[src/rtl/bomb_count_selector.sv]
// rtl/bomb_count_selector.sv - debounced thermometer-switch count selector
//
// Purpose: on a confirm rising edge, wait until the switch bank has been
// stable for DB_CYCLES consecutive cycles, then accept the pattern as a count
// if it is a thermometer code 2^k-1 with 1 <= k <= MAX_CNT, or flag an error.
// An accepted count is held until clear.
//
// Ports:
//   clk          rising-edge clock
//   rst          asynchronous active-low reset
//   sw[N_SW]     raw switch levels (bit 0 = first switch), already synchronised
//   confirm      request level; its rising edge starts a selection
//   clear        level; drops any held result and returns to idle
//   count        accepted count, binary
//   count_valid  high while count holds an accepted result
//   err          last evaluation was rejected
//   busy         high while waiting for the switches to settle
module bomb_count_selector #(
  parameter int N_SW      = 6,
  parameter int MAX_CNT   = 6,
  parameter int DB_CYCLES = 4,
  parameter int CNT_W     = 4
) (
  input  logic              clk,
  input  logic              rst,
  input  logic [N_SW-1:0]   sw,
  input  logic              confirm,
  input  logic              clear,
  output logic [CNT_W-1:0]  count,
  output logic              count_valid,
  output logic              err,
  output logic              busy
);

  localparam int STAB_W = (DB_CYCLES > 1) ? $clog2(DB_CYCLES) : 1;
  localparam logic [STAB_W-1:0] STAB_LAST = STAB_W'(DB_CYCLES - 1);

  typedef enum logic [1:0] {
    IDLE        = 2'd0,
    WAIT_STABLE = 2'd1,
    LOCKED      = 2'd2
  } state_t;

  state_t              state, state_nxt;
  logic [STAB_W-1:0]   stab_cnt, stab_cnt_nxt;
  logic                confirm_q;
  logic [N_SW-1:0]     sw_q;
  logic [CNT_W-1:0]    count_nxt;
  logic                count_valid_nxt, err_nxt, busy_nxt;

  logic                rise, stable, eval_now, thermo, pat_ok;
  logic [CNT_W-1:0]    ones;

  assign rise     = confirm & ~confirm_q;
  assign stable   = (sw == sw_q);
  assign eval_now = (state == WAIT_STABLE) && stable && (stab_cnt == STAB_LAST);

  // A thermometer code has no zero below its highest one, so adding one
  // carries into a bit that was clear; all-ones wraps to zero.
  always_comb begin
    ones = '0;
    for (int i = 0; i < N_SW; i++) begin
      ones = ones + CNT_W'(sw[i]);
    end
    thermo = (sw != '0) && ((sw & (sw + N_SW'(1))) == '0);
    pat_ok = thermo && (ones <= CNT_W'(MAX_CNT));
  end

  // State register and registered outputs
  always_ff @(posedge clk or negedge rst) begin
    if (!rst) begin
      state       <= IDLE;
      stab_cnt    <= '0;
      confirm_q   <= 1'b0;
      sw_q        <= '0;
      count       <= '0;
      count_valid <= 1'b0;
      err         <= 1'b0;
      busy        <= 1'b0;
    end else begin
      state       <= state_nxt;
      stab_cnt    <= stab_cnt_nxt;
      confirm_q   <= confirm;
      sw_q        <= sw;
      count       <= count_nxt;
      count_valid <= count_valid_nxt;
      err         <= err_nxt;
      busy        <= busy_nxt;
    end
  end

  // Next-state logic; clear overrides any confirm edge or evaluation
  always_comb begin
    state_nxt = state;
    if (clear) begin
      state_nxt = IDLE;
    end else begin
      case (state)
        IDLE:        if (rise) state_nxt = WAIT_STABLE;
        WAIT_STABLE: if (eval_now) state_nxt = pat_ok ? LOCKED : IDLE;
        LOCKED:      state_nxt = LOCKED;
        default:     state_nxt = IDLE;
      endcase
    end
  end

  // Output / datapath next values
  always_comb begin
    count_nxt       = count;
    count_valid_nxt = count_valid;
    err_nxt         = err;
    stab_cnt_nxt    = stab_cnt;
    if (clear) begin
      count_nxt       = '0;
      count_valid_nxt = 1'b0;
      err_nxt         = 1'b0;
      stab_cnt_nxt    = '0;
    end else begin
      case (state)
        IDLE: begin
          if (rise) begin
            stab_cnt_nxt = '0;
            err_nxt      = 1'b0;
          end
        end
        WAIT_STABLE: begin
          if (!stable) begin
            stab_cnt_nxt = '0;
          end else if (eval_now) begin
            stab_cnt_nxt = '0;
            if (pat_ok) begin
              count_nxt       = ones;
              count_valid_nxt = 1'b1;
              err_nxt         = 1'b0;
            end else begin
              count_nxt       = '0;
              count_valid_nxt = 1'b0;
              err_nxt         = 1'b1;
            end
          end else if (stab_cnt < STAB_LAST) begin
            stab_cnt_nxt = stab_cnt + STAB_W'(1);
          end
        end
        default: ;
      endcase
    end
    busy_nxt = (state_nxt == WAIT_STABLE);
  end

endmodule
[config.mk]
export PLATFORM = sky130hd
export DESIGN_NAME = bomb_count_selector
export DESIGN_NICKNAME = d
export VERILOG_FILES = /design/src/rtl/bomb_count_selector.sv
export SDC_FILE = /design/constraint.sdc
export NUM_CORES = 1
export LEC_CHECK = 0
export CORE_UTILIZATION = 48
export CTS_BUF_LIST = sky130_fd_sc_hd__clkbuf_2
export CTS_CLUSTER_DIAMETER = 40
export DETAILED_ROUTE_END_ITERATION = 12
export PLACE_DENSITY = 0.77
export SLEW_MARGIN = 20
export SYNTH_ARGS = -nofsm -noshare
export SYNTH_HDL_FRONTEND = slang
export SYNTH_SLANG_ARGS = --single-unit
[constraint.sdc]
create_clock -name clk -period 1.4 [get_ports clk]
set_input_delay 0.28 -clock clk [delete_from_list [all_inputs] [get_ports clk]]
set_output_delay 0.28 -clock clk [all_outputs]
set_load 0.01 [all_outputs]
### After elaboration in Yosys (flattened, before gate mapping)

Cells that the tools add are included.
W data, S select, Z words.

* memories: 0
* register bits after elaboration: 18
* memory bits (writable): 0
* bits in latches: 0
* output and inout bits: 7
* input port bits: 10
* ROM bits: 0

* shifts and indexed selects: 0
* magnitude comparators: 2
* mux-type cells: 27
* reduce and logical (&&, ||, !) cells: 14
* equal/unequal tests: 9
* div/mod/pow operators: 0
* bitwise logic cells: 3
* add/subtract/negate cells: 7
* multipliers: 0

Operator list (count)
* $mux W4: 5
* $mux W2: 9
* $mux W1: 10
* $ne A3 B3 Y1 const B: 3
* $add A4 B1 Y4: 2
* $add A6 B1 Y6 const B: 1
* $and A6 B6 Y6: 1
* $eq A6 B6 Y1: 1
* $logic_not A6 Y1: 1
* $pmux W2 S3: 1
* $reduce_and A3 Y1: 2
* $reduce_bool A2 Y1: 3
* $reduce_bool A6 Y1: 1
* $ne A5 B4 Y1 const B: 1
* $add A3 B1 Y4: 1
* $eq A2 B1 Y1 const B: 2
* $eq A2 B2 Y1 const B: 2
* $le A4 B3 Y1 const B: 1
* $logic_and A1 B1 Y1: 4
* $pmux W2 S2: 1
* $reduce_and A4 Y1: 1
* $add A2 B1 Y3: 1
* $reduce_bool A3 Y1: 1
* $add A1 B1 Y2: 1
* other kinds (6): 6

### Logic depth before layout (Yosys ltp)

Gate-level depths: netlist of the first run.

* word-level depth: 12
* gate-level depth with buffers: 12
* gate-level depth less buffers: 12

### Worst setup path after synthesis of the first run

OpenSTA, ideal clock, no wires.

* kind: input -> register
* start: in sw[0]
* end: reg count[1]
* arrival: 2.776 ns
* path buffers: 0
* data required time: 1.304 ns
* setup slack: -1.472 ns
* cell stages on the path: 12
* path through: fa_1 > inv_1 > fa_1 > inv_1 > ha_1 > inv_1 > fa_1 > nor3b_1 > a211o_1 > nor3_4 > nand2_4 > o32ai_2

* word-level cells in the longest chain between the ends: 12

Ends and longest elaborated chain
* from (decl): RTL line 26 `input logic [N_SW-1:0] sw,`
* $add A1 B1 Y2: RTL line 63 `ones = ones + CNT_W'(sw[i]);`
* $add A2 B1 Y3: RTL line 63
* $add A3 B1 Y4: RTL line 63
* $add A4 B1 Y4 (2 in series): RTL line 63
* $le A4 B3 Y1: RTL line 66 `pat_ok = thermo && (ones <= CNT_W'(MAX_CNT));`
* $logic_and A1 B1 Y1: RTL line 66
* $mux W4: RTL line 131 `if (pat_ok) begin`
* $mux W4: RTL line 129 `end else if (eval_now) begin`
* $mux W4: RTL line 127 `if (!stable) begin`
* $mux W4: RTL line 119 `case (state)`
* $mux W4: RTL line 113 `if (clear) begin`
* to (signal assigned): RTL line 85 `count <= count_nxt;`
* to (decl): RTL line 29 `output logic [CNT_W-1:0] count,`

Several ways; a longest one is shown, not always the timed one. The select of a mux whose other input is x is not followed.
A chain may end at the register's enable or synchronous reset.

### Final worst setup path of the first run

* start: in sw[3]
* end: reg state[1]

* word-level cells in the longest chain between the ends: 9

Ends and longest elaborated chain
* $add A3 B1 Y4 / $add A6 B1 Y6 (equally long branches): RTL line 63, 65
* $add A4 B1 Y4 / $and A6 B6 Y6 (equally long branches): RTL line 63, 65
* $add A4 B1 Y4 / $logic_not A6 Y1 (equally long branches): RTL line 63, 65
* $le A4 B3 Y1 / $logic_and A1 B1 Y1 (equally long branches): RTL line 66, 65
* $logic_and A1 B1 Y1: RTL line 66
* $mux W2: RTL line 100 `WAIT_STABLE: if (eval_now) state_nxt = pat_ok ? LOCKED : IDLE;`
* $mux W2 (*): RTL line 100
* $pmux W2 S3 (*): RTL line 98 `case (state)`
* $mux W2 (*): RTL line 95 `if (clear) begin`
* named net state_nxt[1]: RTL line 44 `state_t state, state_nxt;`
* to (signal assigned): RTL line 81 `state <= state_nxt;`
* to (decl): RTL line 44

The timed path passes the listed nets; every way through them passes the cells marked *.

==> results.cfg, run 1 <==
[cells_and_area]
layout.cells.non_filler = 154
area_growth_syn_to_layout_pct = 51.5
drive_gt1_share_pct = 41.1
n_antenna_cell = 0
final_nets = 148

[floorplanning]
rows = 15
dieWidth_um = 45.9
core-area_sq_um = 1760
start_util_pct = 52.3
fp.dieH_um = 45.9
dieArea_sq_um = 2100
num_io_pins = 17

[global_routing]
grt_pass1_wl_mm = 3.46
grt_max_degree = 18
grt_overflow = 0
first_global_vias = 775
groute.usage.overall_pct = 24.4
antenna_found_initial = 0

[setup_path]
crit_path_start_kind = input port
worstPathRequired_ns = 1.66
path_class = input port to flop
crit_path_end_kind = flop
arrival_ns = 3.08
cp_max_fo = 4
reg2reg_slack_ns = -0.38

[route]
vias_per_cell = 5.21
wl_per_cell_um = 16.1
ant_nets = 0
drt_iter0_drc = 21
vias = 803
dr.pass1.iters = 4
wirelength_mm = 2.49
drc = 0

[clock_tree]
clock_path_buffers = 2
cts_tree = built
clkSlewWorstSetupHoldPaths_ns = 0.18
insertion_delay_ns = 0.32
htreeDepth = 1
cts.sinks = 17
cts_root_buf = clkbuf_2
cts_buffers = 3

[synth]
ys_top_cells_by_count = 17 x dfrtp_1, 10 x inv_1, 6 x nand2_1, 6 x xor2_1
synth_warnings = 0
synth_edf_count = 0
synth_top_area_share_pct = 46.1
seq_area_frac_synth_pct = 46.1
synth-seq-cells = 17
yosys.cell_types.count = 28
avgSynthCellArea_sq_um = 10.9
async_flop_share_pct = 100
muxShareOfSynthArea_pct = 0
synth_compound_area_share_pct = 11.7
synthFlopType = dfrtp_1
synthAdderAreaFrac_pct = 13.3
netlist_top_cells_area = dfrtp_1 46%, ha_1 6.8%, fa_1 6.5%
yosysMostFrequentCell = dfrtp_1
synth_top_family_by_area = simple AND/OR/NAND/NOR gates
yosysTopAreaCell = dfrtp_1
synth.cell_area_sq_um = 923
synthXorXnorAreaFrac_pct = 5.69
synthSimpleGateAreaFrac_pct = 16.4
synth_fp_nets = 103
syn_inst = 85

[sta]
finalSetupViolations = 10
period_share_pct = 201
whs_ns = 0.234
finalHoldViolations = 0
worst_slack_ns = -1.42
fin_crit_ns = 2.82
drv_slew = 0
rsz0062_at_grt = true
fmax_mhz = 355
skew_ns = 0.00602

[run_status]
status = finished, violations left
violations = setup timing

[run]
cap_violations = 0

[placed_design]
hpwl_mm = 1.46
port_buffers = 15
post-place-cells = 142
gp_congestion = 0.879
dp_slack_ns = -2.06

[power]
powerDensity_nw_per_um2 = 750
leakage_nw = 0.710
peakVddDrop_uv = 651

[min_path]
hp-class = input port to flop
per-layer routing:
layer,GRT usage [%],vias to the layer above,wire (um)
met5,0,-,0
met1,30.0,399,1060
met3,7.14,13,98
met2,38.6,23,1220
met4,12.4,0,107
li1,-,368,-
placed cells by master, fill, tap and decap left out, types with 2 or more instances in the layout:
master / synthesis / layout
dlygate4sd2_1: 0 / 7
dfrtp_1: 17 / 17
ha_1: 5 / 4
fa_1: 3 / 3
clkbuf_2: 0 / 4
buf_4: 1 / 23
buf_6: 1 / 7
inv_1: 10 / 9
nor3_1: 4 / 4
o21ai_2: 0 / 2
o32ai_2: 2 / 2
a21oi_1: 5 / 2
nand2_1: 6 / 6
nor2_1: 5 / 5
nand2b_1: 3 / 3
a21oi_2: 0 / 2
nor3b_2: 0 / 2
clkdlybuf4s50_1: 0 / 4
xor2_1: 6 / 6
nand3_4: 0 / 2
path summary, 6_finish.rpt:
kind	startpoint	end	cells past startpoint
worst max register to register	sw_q[2]	err	5
worst min register to register	stab_cnt[1]	stab_cnt[1]	2
worst min-delay path	sw[1]	sw_q[1]	2
worst max-delay path	sw[3]	state[1]	14
max in group asynchronous	rst	count[1]	2
min in group asynchronous	rst	sw_q[5]	2
sequential cells by signal (all words and copies together), names as in the netlist:
| register | flops |
|---|---|
| confirm_q | 1 |
| err | 1 |
| stab_cnt | 2 |
| sw_q | 6 |
| count_valid | 1 |
| busy | 1 |
| count | 3 |
| state | 2 |
critical path: stages:
cell and delay [ns]:
buf_6 0.10, fa_1 0.52, inv_1 0.05, fa_1 0.43
inv_1 0.07, ha_2 0.18, inv_2 0.04, fa_1 0.53
nor3b_2 0.06, a211o_1 0.26, nor3_4 0.20, nand2_4 0.10
buf_6 0.13, a21oi_2 0.13
through the flow:
| step | total power [mW] | TNS [ns] | utilization (%) | instance area (sq um) |
|---|---|---|---|---|
| global route | 1.09 | -9.73 | 79.3 | 1400 |
| finish | 1.05 | -8.98 | 79.3 | 1400 |
| CTS | 1.01 | -9.17 | 74.8 | 1320 |
| global placement | 0.761 | -13.63 | 69.9 | 1230 |
| floorplan | 0.627 | -8.16 | - | 923 |
| detailed placement | 0.771 | -14.35 | 69.9 | 1230 |
kinds of logic (layout without fill, tap and decap cells):
group                      Yosys count  in the layout
AOI/OAI and AO/OA                   14             14
adders and majority gates            8              8
DFF                                 17             17
xor gates and xnor gates             6              6
buffers and inverters               13             57
and+or+nand+nor                     26             26
other                                1              1
final cells by class:
class,instances,area [sq um]
inverters,10,37.5
fillers,127,365
clock buffers,4,20.0
well taps,25,31.3
flip-flops and latches,17,425
repair buffers,43,370
multi-input cells,55,514
power by group:
group	leakage, nW	internal, mW	total (mW)	switching, mW
logic	0.474	0.146	0.291	0.145
registers	0.220	0.506	0.513	0.00763
clock network	0.0166	0.0757	0.245	0.170
total	0.710	0.728	1.05	0.322
repair_timing:
| action | 4_1_cts | 5_1_grt |
|---|---|---|
| pin swaps | 12 | 14 |
| endpoints found under the hold margin | 0 | 0 |
| endpoints found under the setup margin | 16 | 10 |
| hold buffers | 0 | 0 |
| cloned | 0 | 0 |
| gates resized for setup | 30 | 14 |
| buffers inserted | 7 | 3 |
Note: power is estimated with default switching activity, not from simulation.
==> inputs of run 2 (changes only) <==
GPL_TIMING_DRIVEN = 0   (was default)
==> run 2 against run 1 <==
Net effect:
- the flow still finishes with violations (setup timing)
- register-to-register slack lost 0.06 ns
- clock power fell by 10%
- via count decreased by 14%
==> results.cfg, run 2 (same netlist as run 1, synthesis figures left out) <==
[run_status]
status = finished, violations left
violations = setup timing

[floorplanning]
rows = 15
num_io_pins = 17
dieWidth_um = 45.9
start_util_pct = 52.3
dieArea_sq_um = 2100
fp.dieH_um = 45.9
core-area_sq_um = 1760

[clock_tree]
htreeDepth = 1
cts_buffers = 3
clkSlewWorstSetupHoldPaths_ns = 0.15
insertion_delay_ns = 0.29
postCtsHoldBufs = 0
cts.sinks = 17
clock_path_buffers = 2
cts_tree = built
cts_root_buf = clkbuf_2

[route]
drc = 0
vias = 688
wirelength_mm = 1.78
ant_nets = 0
wl_met1_um = 801
drt_iter0_drc = 7
vias_per_cell = 5.02
top_layer = met4
dr_wl_met3_um = 48
wl_per_cell_um = 13.0
dr.pass1.iters = 4
wl_met2_um = 896

[cells_and_area]
reg_top3 = sw_q: 6 flops, count: 3 flops
largest_register_ffs = 6
area_growth_syn_to_layout_pct = 34.6
final_area_sq_um = 1240
drive_gt1_share_pct = 29.5
fillers = 138
final_common_cell = dfrtp_1
final_nets = 131
n_antenna_cell = 0
largest-register = sw_q
final_cell_mix = 17 x dfrtp_1, 9 x inv_1, 8 x dlygate4sd2_1, 7 x buf_4, 6 x nand2_1

[setup_path]
crit_path_start_kind = input port
cp_max_fo = 2
crit_path_start = sw[0]
worstPathRequired_ns = 1.63
arrival_ns = 3.01
reg2reg_to = count[2]
worstReg2RegStart = stab_cnt[0]
crit_end = count[0]
path_class = input port to flop
crit_path_end_kind = flop
reg2reg_slack_ns = -0.44
r2r_cells = 6

[power]
peakVddDrop_uv = 709
leakage_nw = 0.614
totalPowerFinal_uw = 953
powerDensity_nw_per_um2 = 767

[placed_design]
hpwl_mm = 1.28
port_buffers = 15
dpl_cell_area_sq_um = 1100
gp_congestion = 0.764

[global_routing]
antenna_found_initial = 0
grt_overflow = 0
grt_max_degree = 18
groute.usage.overall_pct = 20.8
grt_pass1_wl_mm = 3.10
first_global_vias = 716

[sta]
whs_ns = 0.132
fmax_mhz = 359
max_slew_margin_pct = 49.9
fin_crit_ns = 2.78
drv_slew = 0
finalSetupViolations = 9
rsz0062_at_grt = true
worst_slack_ns = -1.38
finalHoldViolations = 0
tightest_slew_ns = 0.749
period_share_pct = 199
skew_ns = 0.000518

[run]
cap_violations = 0

[min_path]
hp-class = input port to flop
## run 2: cell count changes in the layout (fill, tap and decap cells not counted), sizes merged
cell          change
dlygate4sd2       +1
buf              -18
dlymetal6s2s      -1
clkbuf            +1
## run 2: worst max-delay path: stages
cell	delay, ns
buf_8	0.10
fa_1	0.53
inv_1	0.05
fa_1	0.43
inv_1	0.07
ha_2	0.17
inv_2	0.04
fa_1	0.51
nor3b_2	0.05
a211o_1	0.26
nor3_4	0.18
buf_4	0.16
a32oi_1	0.08
nor2_1	0.09
## run 2: report_power, final
part | total, mW | switching (mW) | internal (mW)
Clock | 0.220 | 0.144 | 0.0757
Combinational | 0.220 | 0.117 | 0.104
Sequential | 0.513 | 0.00754 | 0.505
Total | 0.953 | 0.268 | 0.685
## run 2: routing by layer
layer  vias to the layer above  global-route usage, %
met3                         4                   4.37
met1                       341                   26.8
li1                        334                      -
met5                         -                      0
met4                         0                   8.24
met2                         9                   34.1
## run 2: timing repair
item	4_1_cts	5_1_grt
gates cloned	0	0
buffers inserted	9	0
pin swaps	10	4
resized for setup	41	3
setup endpoints to repair	16	10
hold endpoints to repair	0	0
## run 2: area by class of cell
class | count | area [sq um] | share of cell area, %
buffer | 3 | 22.5 | 1.81
timing repair buffer | 23 | 215 | 17.3
inverter | 10 | 37.5 | 3.02
tap | 25 | 31.3 | 2.52
sequential | 17 | 425 | 34.2
multi-input combinational | 55 | 490 | 39.5
clock buffer | 4 | 20.0 | 1.61
## run 2: worst min-delay path by stage
| stage | from | endpoint | slack, ns | cells after the start |
|---|---|---|---|---|
| after detailed placement | stab_cnt[1] | stab_cnt[1] | 0.48 | 2 |
| after CTS | sw[1] | sw_q[1] | 0.12 | 1 |
| after global routing | sw[1] | sw_q[1] | 0.10 | 1 |
| after global placement | stab_cnt[1] | stab_cnt[1] | 0.47 | 2 |
| final | sw[1] | sw_q[1] | 0.13 | 1 |
| after floorplan | rst | busy | -0.02 | 0 |
## run 2: metrics by stage
step                      TNS, ns  setup slack (ns)  std cells  util (%)
after floorplan             -8.16             -1.42         85         -
after global placement     -14.61             -2.16        125      62.6
after detailed placement   -15.40             -2.25        125      62.6
after CTS                   -9.30             -1.55        137      70.0
after global routing        -9.42             -1.48        137      70.4
final                       -8.61             -1.38        137      70.4
==> inputs of run 3 (changes only) <==
SETUP_SLACK_MARGIN = 0.05   (was default)
SLEW_MARGIN = default   (was 20)
==> run 3 against run 2 <==
Net effect:
- the flow still finishes with violations (setup timing)
- critical path depth stayed put
- largest power group unchanged
- die area did not move
- cell area grew 0.60%
- final cell count is the same
- count of clock-buffer cells in the layout is the same
- non-clock buffer count is the same
- flip-flop and latch count unchanged
==> results.cfg, run 3 (same netlist as run 1, synthesis figures left out) <==
[placed_design]
port_buffers = 15
hpwl_mm = 1.28
dpl_cell_area_sq_um = 1100
gp_congestion = 0.764

[setup_path]
arrival_ns = 3.01
worstPathRequired_ns = 1.63
path_cells = buf_8 -> fa_1 -> inv_1 -> fa_1 -> inv_1 -> ha_2 -> inv_2 -> fa_1 -> nor3b_2 -> a211o_1 -> nor3_4 -> buf_4 -> a32oi_1 -> nor2_1
path_buf_inv = 5
cpMaxStageDelayCell = fa_1
path_class = input port to flop
cp_slowest_stage_delay_ns = 0.52
crit_path_end_kind = flop
crit_path_frequent_cell = fa_1
crit_family = adder cells
cp_max_fo = 2
crit_path_start_kind = input port

[cells_and_area]
final_nets = 131
final_area_sq_um = 1250
largest_register_ffs = 6
area_growth_syn_to_layout_pct = 35.4
final_common_cell = dfrtp_1
final_cell_mix = 17 x dfrtp_1, 9 x inv_1, 8 x dlygate4sd2_1, 7 x buf_4, 6 x nand2_1
largest-register = sw_q
reg_top3 = sw_q: 6 flops, count: 3 flops
n_antenna_cell = 0
final_util_pct = 70.9
drive_gt1_share_pct = 29.5

[sta]
tightest_slew_ns = 0.747
period_share_pct = 198
finalSetupViolations = 9
skew_ns = 0.00179
drv_slew = 0
max_slew_margin_pct = 50.1
fin_crit_ns = 2.78
fmax_mhz = 360
finalHoldViolations = 0
rsz0062_at_grt = true
worst_slack_ns = -1.38

[global_routing]
grt_overflow = 0
antenna_found_initial = 0
first_global_vias = 715
grt_max_degree = 18
groute.usage.overall_pct = 20.7
grt_pass1_wl_mm = 3.07

[run_status]
violations = setup timing
status = finished, violations left

[min_path]
hp-class = input port to flop

[power]
p_int_uw = 685
power.share.combinational_pct = 23.2
peakVddDrop_uv = 715
clkPwrFrac_pct = 23.4
pwr-share-seq_pct = 53.5
leakage_nw = 0.614
p_sw_share_pct = 28.6
p_sw_uw = 274
powerDensity_nw_per_um2 = 768

[route]
dr.pass1.iters = 4
drc = 0
drt_iter0_drc = 7
ant_nets = 0
wl_per_cell_um = 12.8
vias_per_cell = 5.02
vias = 688
wirelength_mm = 1.75

[clock_tree]
cts_buffers = 3
clock_path_buffers = 2
postCtsHoldBufs = 0
insertion_delay_ns = 0.29
cts_tree = built
htreeDepth = 1
clkSlewWorstSetupHoldPaths_ns = 0.15
cts_root_buf = clkbuf_2
cts.sinks = 17

[floorplanning]
fp.dieH_um = 45.9
dieWidth_um = 45.9
start_util_pct = 52.3
core-area_sq_um = 1760
num_io_pins = 17
dieArea_sq_um = 2100
rows = 15

[run]
cap_violations = 0
[run 3: cell types whose count changed in the layout (fill, tap and decap cells not counted)]
| cell | change |
|---|---|
| nand3_2 | -1 |
| nand3_4 | +1 |
[run 3: per-layer routing]
metal	GRT usage [%]	routed length, um	vias to the layer above
met2	34.1	917	9
met3	4.37	48	4
met5	0	0	-
li1	-	-	336
met4	8.24	36	0
met1	26.3	748	339
[run 3: stage by stage]
stage / hold slack [ns] / std cells / power [mW] / setup TNS [ns] / setup slack, ns
4_1_cts: 0.121 / 137 / 0.961 / -9.30 / -1.55
6_report: 0.127 / 137 / 0.960 / -8.58 / -1.38
3_3_place_gp: 0.467 / 125 / 0.694 / -14.61 / -2.16
3_5_place_dp: 0.479 / 125 / 0.705 / -15.40 / -2.25
5_1_grt: 0.104 / 137 / 1.01 / -9.43 / -1.48
2_1_floorplan: -0.0156 / 85 / 0.627 / -8.16 / -1.42
[run 3: worst paths after layout]
kind | cells after the start | end | slack, ns | startpoint
worst min-delay path | 1 | sw_q[1] | 0.13 | sw[1]
worst max-delay path | 14 | count[0] | -1.38 | sw[0]
max in group asynchronous | 1 | count[0] | 0.53 | rst
min in group asynchronous | 1 | sw_q[4] | 0.41 | rst
worst max register to register | 6 | err | -0.45 | stab_cnt[0]
worst min register to register | 2 | stab_cnt[1] | 0.51 | stab_cnt[1]
[run 3: layout make-up]
cell class / instances / area [sq um]
clock buffers: 4 / 20.0
fillers: 136 / 514
flip-flops and latches: 17 / 425
plain buffers: 3 / 22.5
multi-input cells: 55 / 498
well taps: 25 / 31.3
inverters: 10 / 37.5
repair buffers: 23 / 215
[run 3: timing repair]
item,CTS,global route
setup buffers,10,0
pin swaps,11,5
hold endpoints to repair,0,0
endpoints found under the setup margin,16,10
gates resized for setup,42,3
[run 3: power groups by stage]
stage | Sequential [mW] | Combinational, mW | Clock, mW
4_1_cts | 0.513 | 0.221 | 0.227
6_report | 0.513 | 0.222 | 0.224
5_1_grt | 0.515 | 0.249 | 0.245
3_3_place_gp | 0.520 | 0.174 | 0
2_1_floorplan | 0.521 | 0.105 | 0
3_5_place_dp | 0.522 | 0.183 | 0
